### src/rtl/md_sched_pkg.sv
// Shared multiply/divide encodings, latency defaults and scheduler FSM states.
package md_sched_pkg;

  typedef enum logic [3:0] {
    MD_NONE  = 4'd0,
    MD_MULT  = 4'd1,
    MD_MULTU = 4'd2,
    MD_DIV   = 4'd3,
    MD_DIVU  = 4'd4,
    MD_MFHI  = 4'd5,
    MD_MFLO  = 4'd6,
    MD_MTHI  = 4'd7,
    MD_MTLO  = 4'd8
  } md_op_e;

  localparam int MULT_LAT_DEF = 5;
  localparam int DIV_LAT_DEF  = 10;

  typedef enum logic {
    ST_IDLE = 1'b0,
    ST_RUN  = 1'b1
  } md_state_e;

  function automatic logic is_mul_op(logic [3:0] op);
    return (op == MD_MULT) || (op == MD_MULTU);
  endfunction

  function automatic logic is_div_op(logic [3:0] op);
    return (op == MD_DIV) || (op == MD_DIVU);
  endfunction

endpackage

### src/rtl/md_sched_if.sv
// Pipeline-control bundle between the hazard/decode logic and the MD scheduler.
interface md_sched_if;
  import md_sched_pkg::*;

  logic       req;
  logic [3:0] mdOp_E;
  logic       md_use_D;
  logic       stall_data;
  logic       start;
  logic       busy;
  logic       done;
  logic       stall;
  logic       pc_en;
  logic       FD_en;
  logic       DE_clr;
  logic       EM_en;

  modport master (
    output req, mdOp_E, md_use_D, stall_data,
    input  start, busy, done, stall, pc_en, FD_en, DE_clr, EM_en
  );

  modport slave (
    input  req, mdOp_E, md_use_D, stall_data,
    output start, busy, done, stall, pc_en, FD_en, DE_clr, EM_en
  );
endinterface

### src/rtl/md_sched_cnt.sv
// Loadable 4-bit down-counter; is_one_o marks the final busy cycle.
module md_cnt (
  input  logic       clk,
  input  logic       reset,
  input  logic       load_i,
  input  logic [3:0] load_val_i,
  input  logic       dec_i,
  output logic       is_one_o
);

  logic [3:0] cnt_q, cnt_d;

  always_comb begin
    cnt_d = cnt_q;
    if (load_i)
      cnt_d = load_val_i;
    else if (dec_i && (cnt_q != 4'd0))
      cnt_d = cnt_q - 4'd1;
  end

  always_ff @(posedge clk) begin
    if (reset) cnt_q <= 4'd0;
    else       cnt_q <= cnt_d;
  end

  assign is_one_o = (cnt_q == 4'd1);

endmodule

### src/rtl/md_sched.sv
// Multiply/divide scheduler: launches MDU ops, tracks their latency, stalls dependent MD instructions.
module md_sched
  import md_sched_pkg::*;
#(
  parameter int MULT_LAT = MULT_LAT_DEF,
  parameter int DIV_LAT  = DIV_LAT_DEF
) (
  input  logic     clk,
  input  logic     reset,
  md_sched_if.slave bus
);

  localparam logic [3:0] MULT_L = 4'(MULT_LAT);
  localparam logic [3:0] DIV_L  = 4'(DIV_LAT);

  md_state_e state_q, state_d;
  logic      is_mul, is_div;
  logic      start_w, busy_w, done_w, cnt_one, md_stall;

  assign is_mul = is_mul_op(bus.mdOp_E);
  assign is_div = is_div_op(bus.mdOp_E);

  // A faulting instruction (req) is flushed, so it must not launch.
  assign start_w = (is_mul || is_div) && !busy_w && !bus.req;

  always_ff @(posedge clk) begin
    if (reset) state_q <= ST_IDLE;
    else       state_q <= state_d;
  end

  // req never leaves RUN: an in-flight operation always completes.
  always_comb begin
    state_d = state_q;
    case (state_q)
      ST_IDLE: if (start_w) state_d = ST_RUN;
      ST_RUN:  if (cnt_one) state_d = ST_IDLE;
      default: state_d = ST_IDLE;
    endcase
  end

  always_comb begin
    busy_w = 1'b0;
    done_w = 1'b0;
    if (state_q == ST_RUN) begin
      busy_w = 1'b1;
      done_w = cnt_one;
    end
  end

  md_cnt u_cnt (
    .clk        (clk),
    .reset      (reset),
    .load_i     (start_w),
    .load_val_i (is_mul ? MULT_L : DIV_L),
    .dec_i      (busy_w),
    .is_one_o   (cnt_one)
  );

  assign md_stall   = bus.md_use_D && (start_w || busy_w);

  assign bus.start  = start_w;
  assign bus.busy   = busy_w;
  assign bus.done   = done_w;
  assign bus.stall  = bus.stall_data || md_stall;
  assign bus.pc_en  = !bus.stall;
  assign bus.FD_en  = !bus.stall;
  assign bus.DE_clr = bus.stall;
  assign bus.EM_en  = 1'b1;

endmodule

### src/flat_wrapper.sv
// flat-port wrapper written by rule: the top's interface ports become plain ports
module md_sched_flat import md_sched_pkg::*;
#(
  parameter int MULT_LAT = MULT_LAT_DEF,
  parameter int DIV_LAT  = DIV_LAT_DEF
)
  (clk, reset, bus_req, bus_mdOp_E, bus_md_use_D, bus_stall_data, bus_start, bus_busy, bus_done, bus_stall, bus_pc_en, bus_FD_en, bus_DE_clr, bus_EM_en);
  md_sched_if bus_i ();
  input  logic clk;
  input  logic reset;
  input wire logic [$bits(bus_i.req)-1:0] bus_req;
  input wire logic [$bits(bus_i.mdOp_E)-1:0] bus_mdOp_E;
  input wire logic [$bits(bus_i.md_use_D)-1:0] bus_md_use_D;
  input wire logic [$bits(bus_i.stall_data)-1:0] bus_stall_data;
  output wire logic [$bits(bus_i.start)-1:0] bus_start;
  output wire logic [$bits(bus_i.busy)-1:0] bus_busy;
  output wire logic [$bits(bus_i.done)-1:0] bus_done;
  output wire logic [$bits(bus_i.stall)-1:0] bus_stall;
  output wire logic [$bits(bus_i.pc_en)-1:0] bus_pc_en;
  output wire logic [$bits(bus_i.FD_en)-1:0] bus_FD_en;
  output wire logic [$bits(bus_i.DE_clr)-1:0] bus_DE_clr;
  output wire logic [$bits(bus_i.EM_en)-1:0] bus_EM_en;
  assign bus_i.req = bus_req;
  assign bus_i.mdOp_E = bus_mdOp_E;
  assign bus_i.md_use_D = bus_md_use_D;
  assign bus_i.stall_data = bus_stall_data;
  assign bus_start = bus_i.start;
  assign bus_busy = bus_i.busy;
  assign bus_done = bus_i.done;
  assign bus_stall = bus_i.stall;
  assign bus_pc_en = bus_i.pc_en;
  assign bus_FD_en = bus_i.FD_en;
  assign bus_DE_clr = bus_i.DE_clr;
  assign bus_EM_en = bus_i.EM_en;
  md_sched #(.MULT_LAT(MULT_LAT), .DIV_LAT(DIV_LAT)) u_core (.clk(clk), .reset(reset), .bus(bus_i));
endmodule
### config.mk
export PLATFORM = sky130hd
export DESIGN_NAME = md_sched_flat
export DESIGN_NICKNAME = d
export VERILOG_FILES = /design/src/rtl/md_sched_pkg.sv /design/src/rtl/md_sched_if.sv /design/src/rtl/md_sched_cnt.sv /design/src/rtl/md_sched.sv /design/src/flat_wrapper.sv
export SDC_FILE = /design/constraint.sdc
export NUM_CORES = 1
export LEC_CHECK = 0
export ABC_AREA = 1
export BUFFER_PORTS_ARGS = -buffer_cell sky130_fd_sc_hd__buf_2
export CAP_MARGIN = 20
export CORE_AREA = 4 4 41 43
export DETAILED_ROUTE_END_ITERATION = 8
export DIE_AREA = 0 0 45 47
export PLACE_DENSITY = 0.61
export REMOVE_ABC_BUFFERS = 1
export SYNTH_ARGS = -nofsm -noshare
export SYNTH_HDL_FRONTEND = slang
export SYNTH_HIERARCHICAL = 1
export SYNTH_SLANG_ARGS = --single-unit
### constraint.sdc
create_clock -name clk -period 1.6 [get_ports clk]
set_input_delay 0.16 -clock clk [delete_from_list [all_inputs] [get_ports clk]]
set_output_delay 0.16 -clock clk [all_outputs]
set_load 0.02 [all_outputs]
==> out/metrics.cfg <==
[final_layout]
nFillCells=152
stdcell_area_um2=553.0
num_antenna_cells=0
syn_to_final_growth_pct=22.78
finalNetCount=100
drive_gt1_share_pct=35.23

[timing]
period_needed_ns=1.430
setup_viol=0
period_share_pct=89.38
fin_worst_skew_ns=0.004258
fmax_ghz=0.6992
rsz0062_at_grt=no
tns_ns=0
report.final.slew_viol_count=0
hold_viol_final=0

[routing]
drc=0
vias_per_cell=4.388
ant_nets=0
wl_met1_um=390
num_vias=452
dr.first_iter.drc_count=6
topRoutingLayerUsed=met4
met2_length_um=410
drt_wl_total_um=921
met3WireLength_um=100
wl_per_cell_um=8.942
first_pass_iters=4

[placement]
gp_congestion=0.7929
portBuffers=15
dp_hpwl_um=774.8
placedInstanceArea_um2=521.8

[min_path]
hold_depth=2
worstHoldStart=reset
holdPathEnd=u_core/u_cnt/cnt_q[3]$_SDFFE_PP0P_
hold_path_class=in -> reg

[setup_path]
r2r_end=u_core/u_cnt/cnt_q[2]$_SDFFE_PP0P_
crit_buf_inv=3
critPathCaptureType=output pin
slowest_delay_ns=0.32
cp.arrival_ns=1.27
cp_max_fo=3
critical_path.top_delay_family=flip-flops
path_cells=inv_1, ha_1, nor3b_2, nand2_1, inv_1, buf_2
required_ns=1.44
r2r_start=u_core/u_cnt/cnt_q[0]$_SDFFE_PP0P_
reg2reg_depth=8
crit_slowest_cell=dfxtp_1
crit_type=reg -> out
crit_top_cell=inv_1
ff2ff_setup_slack_ns=0.39
start_kind=flip-flop

[floorplan]
die_y_um=47
core_region_area_um2=1301
pin_count=17
dieArea_um2=2115
start_util_pct=34.62
die_w_um=45
row_count=13

[cts]
clk_pin_slew_worst_paths_ns=0.05
cts_max_level=1
clockRootBuffer=clkbuf_4
hold_buffers=0
clockBufferDepth=2
cts_made_buffers=3
cts-resized-gates=0
cts_tree=done
cts_sinks=5
clk_latency_ns=0.25
post_cts_buffers=0

[flow_run]
cap_violations=0

[synthesis]
synth_seq_cells=5
synthMostInstantiatedCell=nand2_1
netlist-cell-type-count=19
netlist.area_leader.share_pct=22.22
syn_area_um2=450.4
yosys.area.top_type=dfxtp_1
synth_top_cells_by_area=dfxtp_1, nand2_1, inv_1, nor2_1, ha_1
synth-seq-area-share_pct=22.22
netlist_instances=72
synthArstFlopShare_pct=0
yosys_warnings=6
synth_commonest_cells=nand2_1, inv_1, nor2_1, dfxtp_1
ys.flop_type=dfxtp_1
syn_area_per_cell_um2=6.256
synth_edf_count=0

[pwr]
power_density_nw_per_um2=813.4
ir_drop_uv=398.7
cellLeakagePower_uw=0.0003166

[global_routing]
track_usage_pct=11.30
grt_pass1_vias=397
grt_pass1_wl_um=1621
grt.overflow.total=0
grt_max_degree=7
grt_antenna_before_repair=0

[outcome]
status=finished clean

## flip-flops by register name (all words and copies together) (netlist names)
register            flops
u_core/u_cnt/cnt_q      4
u_core/state_q          1
## worst max-delay path by stage
| stage | from | to | cells after the start |
|---|---|---|---|
| final | u_core/u_cnt/cnt_q[1]$_SDFFE_PP0P_ | bus_done | 6 |
| after CTS | u_core/u_cnt/cnt_q[1]$_SDFFE_PP0P_ | bus_done | 6 |
| after detailed placement | u_core/u_cnt/cnt_q[1]$_SDFFE_PP0P_ | bus_done | 6 |
| after global routing | u_core/u_cnt/cnt_q[1]$_SDFFE_PP0P_ | bus_done | 6 |
| after floorplan | u_core/state_q$_SDFF_PP0_ | bus_FD_en | 4 |
| after global placement | u_core/u_cnt/cnt_q[1]$_SDFFE_PP0P_ | bus_done | 6 |
## routing by layer
metal | GRT usage (%) | vias up
met5 | 0 | -
met4 | 7.018 | 0
met3 | 7.280 | 4
met2 | 16.38 | 16
met1 | 12.30 | 189
li1 | - | 243
## where the power goes
group          switching [uW]  internal [uW]
combinational            89.1           57.2
sequential               13.8            136
clock                    58.7           94.7
total                     162            288
## final cells by class
cell class	instances	area [um2]	area share (%)
Clock buffer	4	26.28	4.751
Inverter	15	56.30	10.18
Multi-Input combinational cell	49	276.5	50.00
Sequential cell	5	100.1	18.10
Tap cell	15	18.77	3.394
Timing Repair Buffer	15	75.07	13.57
## cells by family after synthesis
group,count (synthesis),synth area share (%)
xor gates and xnor gates,2,3.890
adders and majority gates,2,5.555
other,1,0.8325
buffers and inverters,18,17.50
DFF,5,22.22
and+or+nand+nor,37,41.39
AOI/OAI and AO/OA,7,8.610
## cell usage in the layout, fill, tap and decap left out
| cell type | instances |
|---|---|
| a21oi_1 | 3 |
| a21oi_2 | 1 |
| buf_2 | 15 |
| clkbuf_1 | 1 |
| clkbuf_4 | 3 |
| conb_1 | 1 |
| dfxtp_1 | 5 |
| ha_1 | 2 |
| inv_1 | 12 |
| inv_2 | 3 |
| nand2_1 | 15 |
| nand2_2 | 1 |
| nand2_4 | 2 |
| nand3_1 | 3 |
| nand3_2 | 2 |
| nor2_1 | 9 |
| nor2_2 | 3 |
| nor3b_2 | 1 |
| o21ai_0 | 3 |
| or2_1 | 1 |
| xor2_1 | 2 |
## per-stage QoR
step	power (uW)	cells	setup slack [ns]	hold slack, ns	utilization [%]
6_report	449.8	103	0.1699	0.1083	42.50
3_5_place_dp	297.9	99	0.3225	0.3666	40.10
3_3_place_gp	298.3	99	0.3154	0.3650	40.10
5_1_grt	494.4	103	0.06081	0.1064	42.50
2_1_floorplan	257.4	69	0.05606	0.2224	-
4_1_cts	457.5	103	0.04460	0.1034	42.12
Power figures use the tool's default switching activity.
